<file path="config.mk">
export PLATFORM = sky130hd
export DESIGN_NAME = mem_access_ctrl
export DESIGN_NICKNAME = d
export VERILOG_FILES = /design/src/rtl/mem_ctrl_pkg.sv /design/src/rtl/mem_wait_timer.sv /design/src/rtl/mem_access_ctrl.sv
export SDC_FILE = /design/constraint.sdc
export NUM_CORES = 1
export LEC_CHECK = 0
export CORE_MARGIN = 2
export CORE_UTILIZATION = 44
export CTS_BUF_LIST = sky130_fd_sc_hd__clkbuf_16
export DETAILED_ROUTE_END_ITERATION = 12
export GPL_TIMING_DRIVEN = 0
export PLACE_DENSITY = 0.95
export RECOVER_POWER = 50
export SKIP_CTS_REPAIR_TIMING = 1
export SLEW_MARGIN = 20
export SYNTH_ARGS = -nofsm -noshare
export SYNTH_HDL_FRONTEND = slang
export SYNTH_SLANG_ARGS = --single-unit
</file>
<file path="constraint.sdc">
create_clock -name CLK -period 6.05 [get_ports CLK]
set_input_delay 1.21 -clock CLK [delete_from_list [all_inputs] [get_ports CLK]]
set_output_delay 1.21 -clock CLK [all_outputs]
set_load 0.02 [all_outputs]
</file>
<file path="src/rtl/mem_ctrl_pkg.sv">
// Shared types and encodings for the MEM-stage data-memory access controller.
package mem_ctrl_pkg;

  typedef enum logic [1:0] {
    IDLE = 2'd0,
    BUSY = 2'd1,
    DONE = 2'd2
  } state_t;

  localparam logic SIZE_BYTE = 1'b0;
  localparam logic SIZE_WORD = 1'b1;
  localparam logic RW_READ   = 1'b0;
  localparam logic RW_WRITE  = 1'b1;

endpackage

</file>
<file path="src/rtl/mem_wait_timer.sv">
// Counts BUSY cycles spent waiting on memory; tc flags the last allowed wait cycle.
module mem_wait_timer #(
  parameter int TIMEOUT = 16
) (
  input  logic CLK,
  input  logic CLR,
  input  logic clear,
  input  logic enable,
  output logic tc
);

  localparam int CW = (TIMEOUT > 2) ? $clog2(TIMEOUT) : 1;

  logic [CW-1:0] count;

  // NOTE: sequential state uses non-blocking assignments so every register samples pre-edge values.
  always_ff @(posedge CLK or posedge CLR) begin
    if (CLR)         count <= '0;
    else if (clear)  count <= '0;
    else if (enable) count <= count + 1'b1;
  end

  assign tc = (count == CW'(TIMEOUT - 1));

endmodule

</file>
<file path="src/rtl/mem_access_ctrl.sv">
// Turns a one-cycle EX/MEM memory request into an issue/wait/complete handshake
// with data memory, stalling upstream while the access is outstanding.
module mem_access_ctrl
  import mem_ctrl_pkg::*;
#(
  parameter int DATA_W  = 32,
  parameter int TIMEOUT = 16
) (
  input  logic              CLK,
  input  logic              CLR,
  input  logic              enable_i,
  input  logic              rw_i,
  input  logic              size_i,
  input  logic              load_i,
  input  logic              rf_i,
  input  logic [DATA_W-1:0] addr_i,
  input  logic [DATA_W-1:0] wdata_i,
  input  logic              mem_ready_i,
  input  logic [DATA_W-1:0] mem_rdata_i,
  output logic              mem_en_o,
  output logic              mem_rw_o,
  output logic              mem_size_o,
  output logic [DATA_W-1:0] mem_addr_o,
  output logic [DATA_W-1:0] mem_wdata_o,
  output logic              stall_o,
  output logic              done_o,
  output logic [DATA_W-1:0] rdata_o,
  output logic              load_o,
  output logic              rf_o,
  output logic              fault_o
);

  state_t state;
  logic   load_q;
  logic   rf_q;
  logic   misaligned;
  logic   timer_tc;

  assign misaligned = enable_i & (size_i == SIZE_WORD) & (addr_i[1:0] != 2'b00);

  // DONE releases the stall so EX/MEM advances on the same edge the result retires.
  assign stall_o = (state == BUSY) | ((state == IDLE) & enable_i & ~misaligned);

  mem_wait_timer #(.TIMEOUT(TIMEOUT)) u_timer (
    .CLK    (CLK),
    .CLR    (CLR),
    .clear  (state != BUSY),
    .enable ((state == BUSY) & ~mem_ready_i),
    .tc     (timer_tc)
  );

  always_ff @(posedge CLK or posedge CLR) begin
    if (CLR) begin
      state       <= IDLE;
      mem_en_o    <= 1'b0;
      mem_rw_o    <= 1'b0;
      mem_size_o  <= 1'b0;
      mem_addr_o  <= '0;
      mem_wdata_o <= '0;
      load_q      <= 1'b0;
      rf_q        <= 1'b0;
      done_o      <= 1'b0;
      rdata_o     <= '0;
      load_o      <= 1'b0;
      rf_o        <= 1'b0;
      fault_o     <= 1'b0;
    end else begin
      done_o  <= 1'b0;
      fault_o <= 1'b0;
      load_o  <= 1'b0;
      rf_o    <= 1'b0;
      case (state)
        IDLE: begin
          if (misaligned) begin
            fault_o <= 1'b1;
          end else if (enable_i) begin
            mem_en_o    <= 1'b1;
            mem_rw_o    <= rw_i;
            mem_size_o  <= size_i;
            mem_addr_o  <= addr_i;
            mem_wdata_o <= wdata_i;
            load_q      <= load_i;
            rf_q        <= rf_i;
            state       <= BUSY;
          end
        end
        BUSY: begin
          // Ready takes priority over a timeout in the same cycle.
          if (mem_ready_i) begin
            if (mem_rw_o == RW_WRITE)
              rdata_o <= '0;
            else if (mem_size_o == SIZE_BYTE)
              rdata_o <= {{(DATA_W-8){1'b0}}, mem_rdata_i[7:0]};
            else
              rdata_o <= mem_rdata_i;
            mem_en_o <= 1'b0;
            done_o   <= 1'b1;
            load_o   <= load_q;
            rf_o     <= rf_q;
            state    <= DONE;
          end else if (timer_tc) begin
            mem_en_o <= 1'b0;
            fault_o  <= 1'b1;
            state    <= IDLE;
          end
        end
        DONE:    state <= IDLE;
        default: state <= IDLE;
      endcase
    end
  end

endmodule

</file>
==> metrics.cfg <==
[routing]
drt_wl_total_um=11800
viasPerCell=4.90
drt_iter0_drc=68
num_vias=3334
drt-pass1-iter-count=4
wl_per_cell_um=17.3
ant_nets=0
drc=0

[logic_synthesis]
synth_fp_nets=430
synthCells=325
syn_area_um2=4350
ys_seq_elements=111
ys_types=29
ys_seq_area_frac=0.638
yosysWarnings=0
avgSynthCellArea_um2=13.4

[setup_path]
crit_start=size_i
critPathRequiredTime_ns=4.84
crit_fanout=10
timing_worst_setup_path_type=input port to output pin
cp-start-kind=input port
cp-end-kind=output pin
worstReg2RegStart=state[0]$_DFFE_PP0P_
r2r_slack_ns=4.19
arrival_ns=3.53
regToRegEndpoint=mem_addr_o[12]$_DFFE_PP0P_
rr_worst_depth=4

[sta]
timing.hold.ws_ns=0.474
rsz0062_at_grt=false
finalCritPeriodShare=0.784
slew_headroom=-0.614
finalSetupViolCount=0
finClkSkew_ns=0.00493
finalSetupTns_ns=0
max_slew.worst_pin.slew_ns=2.41
slew_viol_final=57
final.min_clock_period_ns=4.74
finalHoldViolCount=0
fmax_mhz=211

[placed_design]
dpl.cell_count=665
place.gp.congestion=0.796
hpwl_um=8820
portBuffers=206
placed_area_um2=6610

[final_layout]
fin_nets=648
mostFrequentLayoutCell=clkdlybuf4s50_1
drive_gt1_frac=0.166
finalInstanceArea_um2=6880
area_growth_pct=58.0
utilization=0.710
finalNonFillerCells=681
final_cell_mix=clkdlybuf4s50_1 (204), dfrtp_1 (111), nand2_1 (58)
antennaDiodeCount=0

[global_routing]
grt_start_max_net_pins=57
grt_first_pass_wirelength_um=17500
overflow=0
grt_antenna_before_repair=0
grt_usage=0.218
grt_pass1_vias=3548

[die]
pin_count=208
fp-row-count=36
core-area_um2=9680
start_util=0.449
dieHeight_um=103
dieArea_um2=10700
fp.dieW_um=103

[run]
max-cap-violations=1

[clock_tree]
clkTransAtPathRegs_ns=0.07
clockRootBuffer=clkbuf_16
cts_tree=yes
clk_latency_ns=0.35
clock_path_buffers=2
cts_sinks=111
numCtsBuffers=9
htree_levels=3

[min_path]
min_from=load_q$_DFFE_PP0P_
hold_class=register to register
min_path_cells=1
min_to=load_o$_DFF_PP0_

[outcome]
status=finished with violations
violations=max-capacitance violations, max-slew violations

[power_and_ir_drop]
ir_drop_mv=0.232
leakagePower_uw=0.00296
p_per_area_nw_per_um2=434

[kinds of logic after synthesis]
kind of cell	share of synthesized area
and+or+nand+nor	0.0859
AOI/OAI and AO/OA	0.0443
muxes	0.189
adders and majority gates	0.00287
DFF	0.638
xor gates and xnor gates	0.00604
buffers and inverters	0.0333
[sequential cells by signal, indices dropped and copies added (netlist names)]
name and cells:
mem_wdata_o 32, state 2, mem_addr_o 32, mem_en_o 1, done_o 1, mem_rw_o 1, rf_o 1, mem_size_o 1
load_o 1, u_timer.count 4, rdata_o 32, load_q 1, rf_q 1, fault_o 1
[worst max path at each step]
stage	to	slack, ns	cells after the start
floorplan	done_o$_DFF_PP0_	1.91	1
global placement	mem_wdata_o[3]$_DFFE_PP0P_	0.51	2
detailed placement	stall_o	1.85	6
CTS	stall_o	1.84	6
global route	stall_o	1.17	6
finish	stall_o	1.31	6
[through the flow]
step	worst slack, ns	power [uW]
3_3_place_gp	0.505	2250
4_1_cts	1.84	3020
2_1_floorplan	1.91	1670
3_5_place_dp	1.85	2310
6_report	1.31	2990
5_1_grt	1.17	3120
[final cells by class]
| class | count | area [um2] |
|---|---|---|
| fill | 677 | 2810 |
| sequential | 111 | 2780 |
| timing repair buffer | 207 | 2070 |
| multi-input combinational | 192 | 1410 |
| clock buffer | 9 | 225 |
| tap | 133 | 166 |
| clock inverter | 7 | 135 |
| buffer | 18 | 77.6 |
| inverter | 4 | 16.3 |
[cells in the mapped netlist]
master | count | area share
nor2b_1 | 2 | 0.0029
mux2_2 | 55 | 0.14
xor2_1 | 2 | 0.0040
dfrtp_1 | 111 | 0.64
and2_1 | 2 | 0.0029
or3b_2 | 1 | 0.0020
nand3_4 | 1 | 0.0040
and3_1 | 1 | 0.0014
buf_6 | 7 | 0.018
nand3_1 | 1 | 0.0011
mux2i_1 | 1 | 0.0023
ha_1 | 1 | 0.0029
nor2_2 | 1 | 0.0014
nand2_1 | 58 | 0.050
o21ai_2 | 1 | 0.0020
o21ai_1 | 1 | 0.0011
mux2_4 | 13 | 0.045
nand3b_1 | 1 | 0.0017
o31ai_1 | 1 | 0.0017
o21ai_0 | 32 | 0.037
nand2b_1 | 9 | 0.013
xnor2_1 | 1 | 0.0020
buf_2 | 8 | 0.0092
a21oi_1 | 1 | 0.0011
inv_1 | 4 | 0.0034
a31oi_1 | 1 | 0.0014
clkbuf_1 | 3 | 0.0026
nor2_1 | 4 | 0.0034
nand4b_1 | 1 | 0.0020
[where the power goes]
part           switching, uW  internal [uW]  total (uW)
combinational            563            614        1180
clock                    262            444         707
sequential               134            970        1100
total                    959           2030        2990
[layer usage]
metal	GRT usage	vias to the layer above	routed length [um]
met3	0.0685	24	947
li1	-	1521	-
met1	0.237	1645	4160
met5	0	-	0
met4	0.0921	0	314
met2	0.393	144	6350
[worst max-delay path: stages]
cell and delay (ns):
dlygate4sd3_1 0.57, o21ai_0 0.14, nand3_1 0.38, clkbuf_1 0.57, nand2_1 0.11, clkdlybuf4s50_1 0.55
Power figures use the tool's default switching activity.
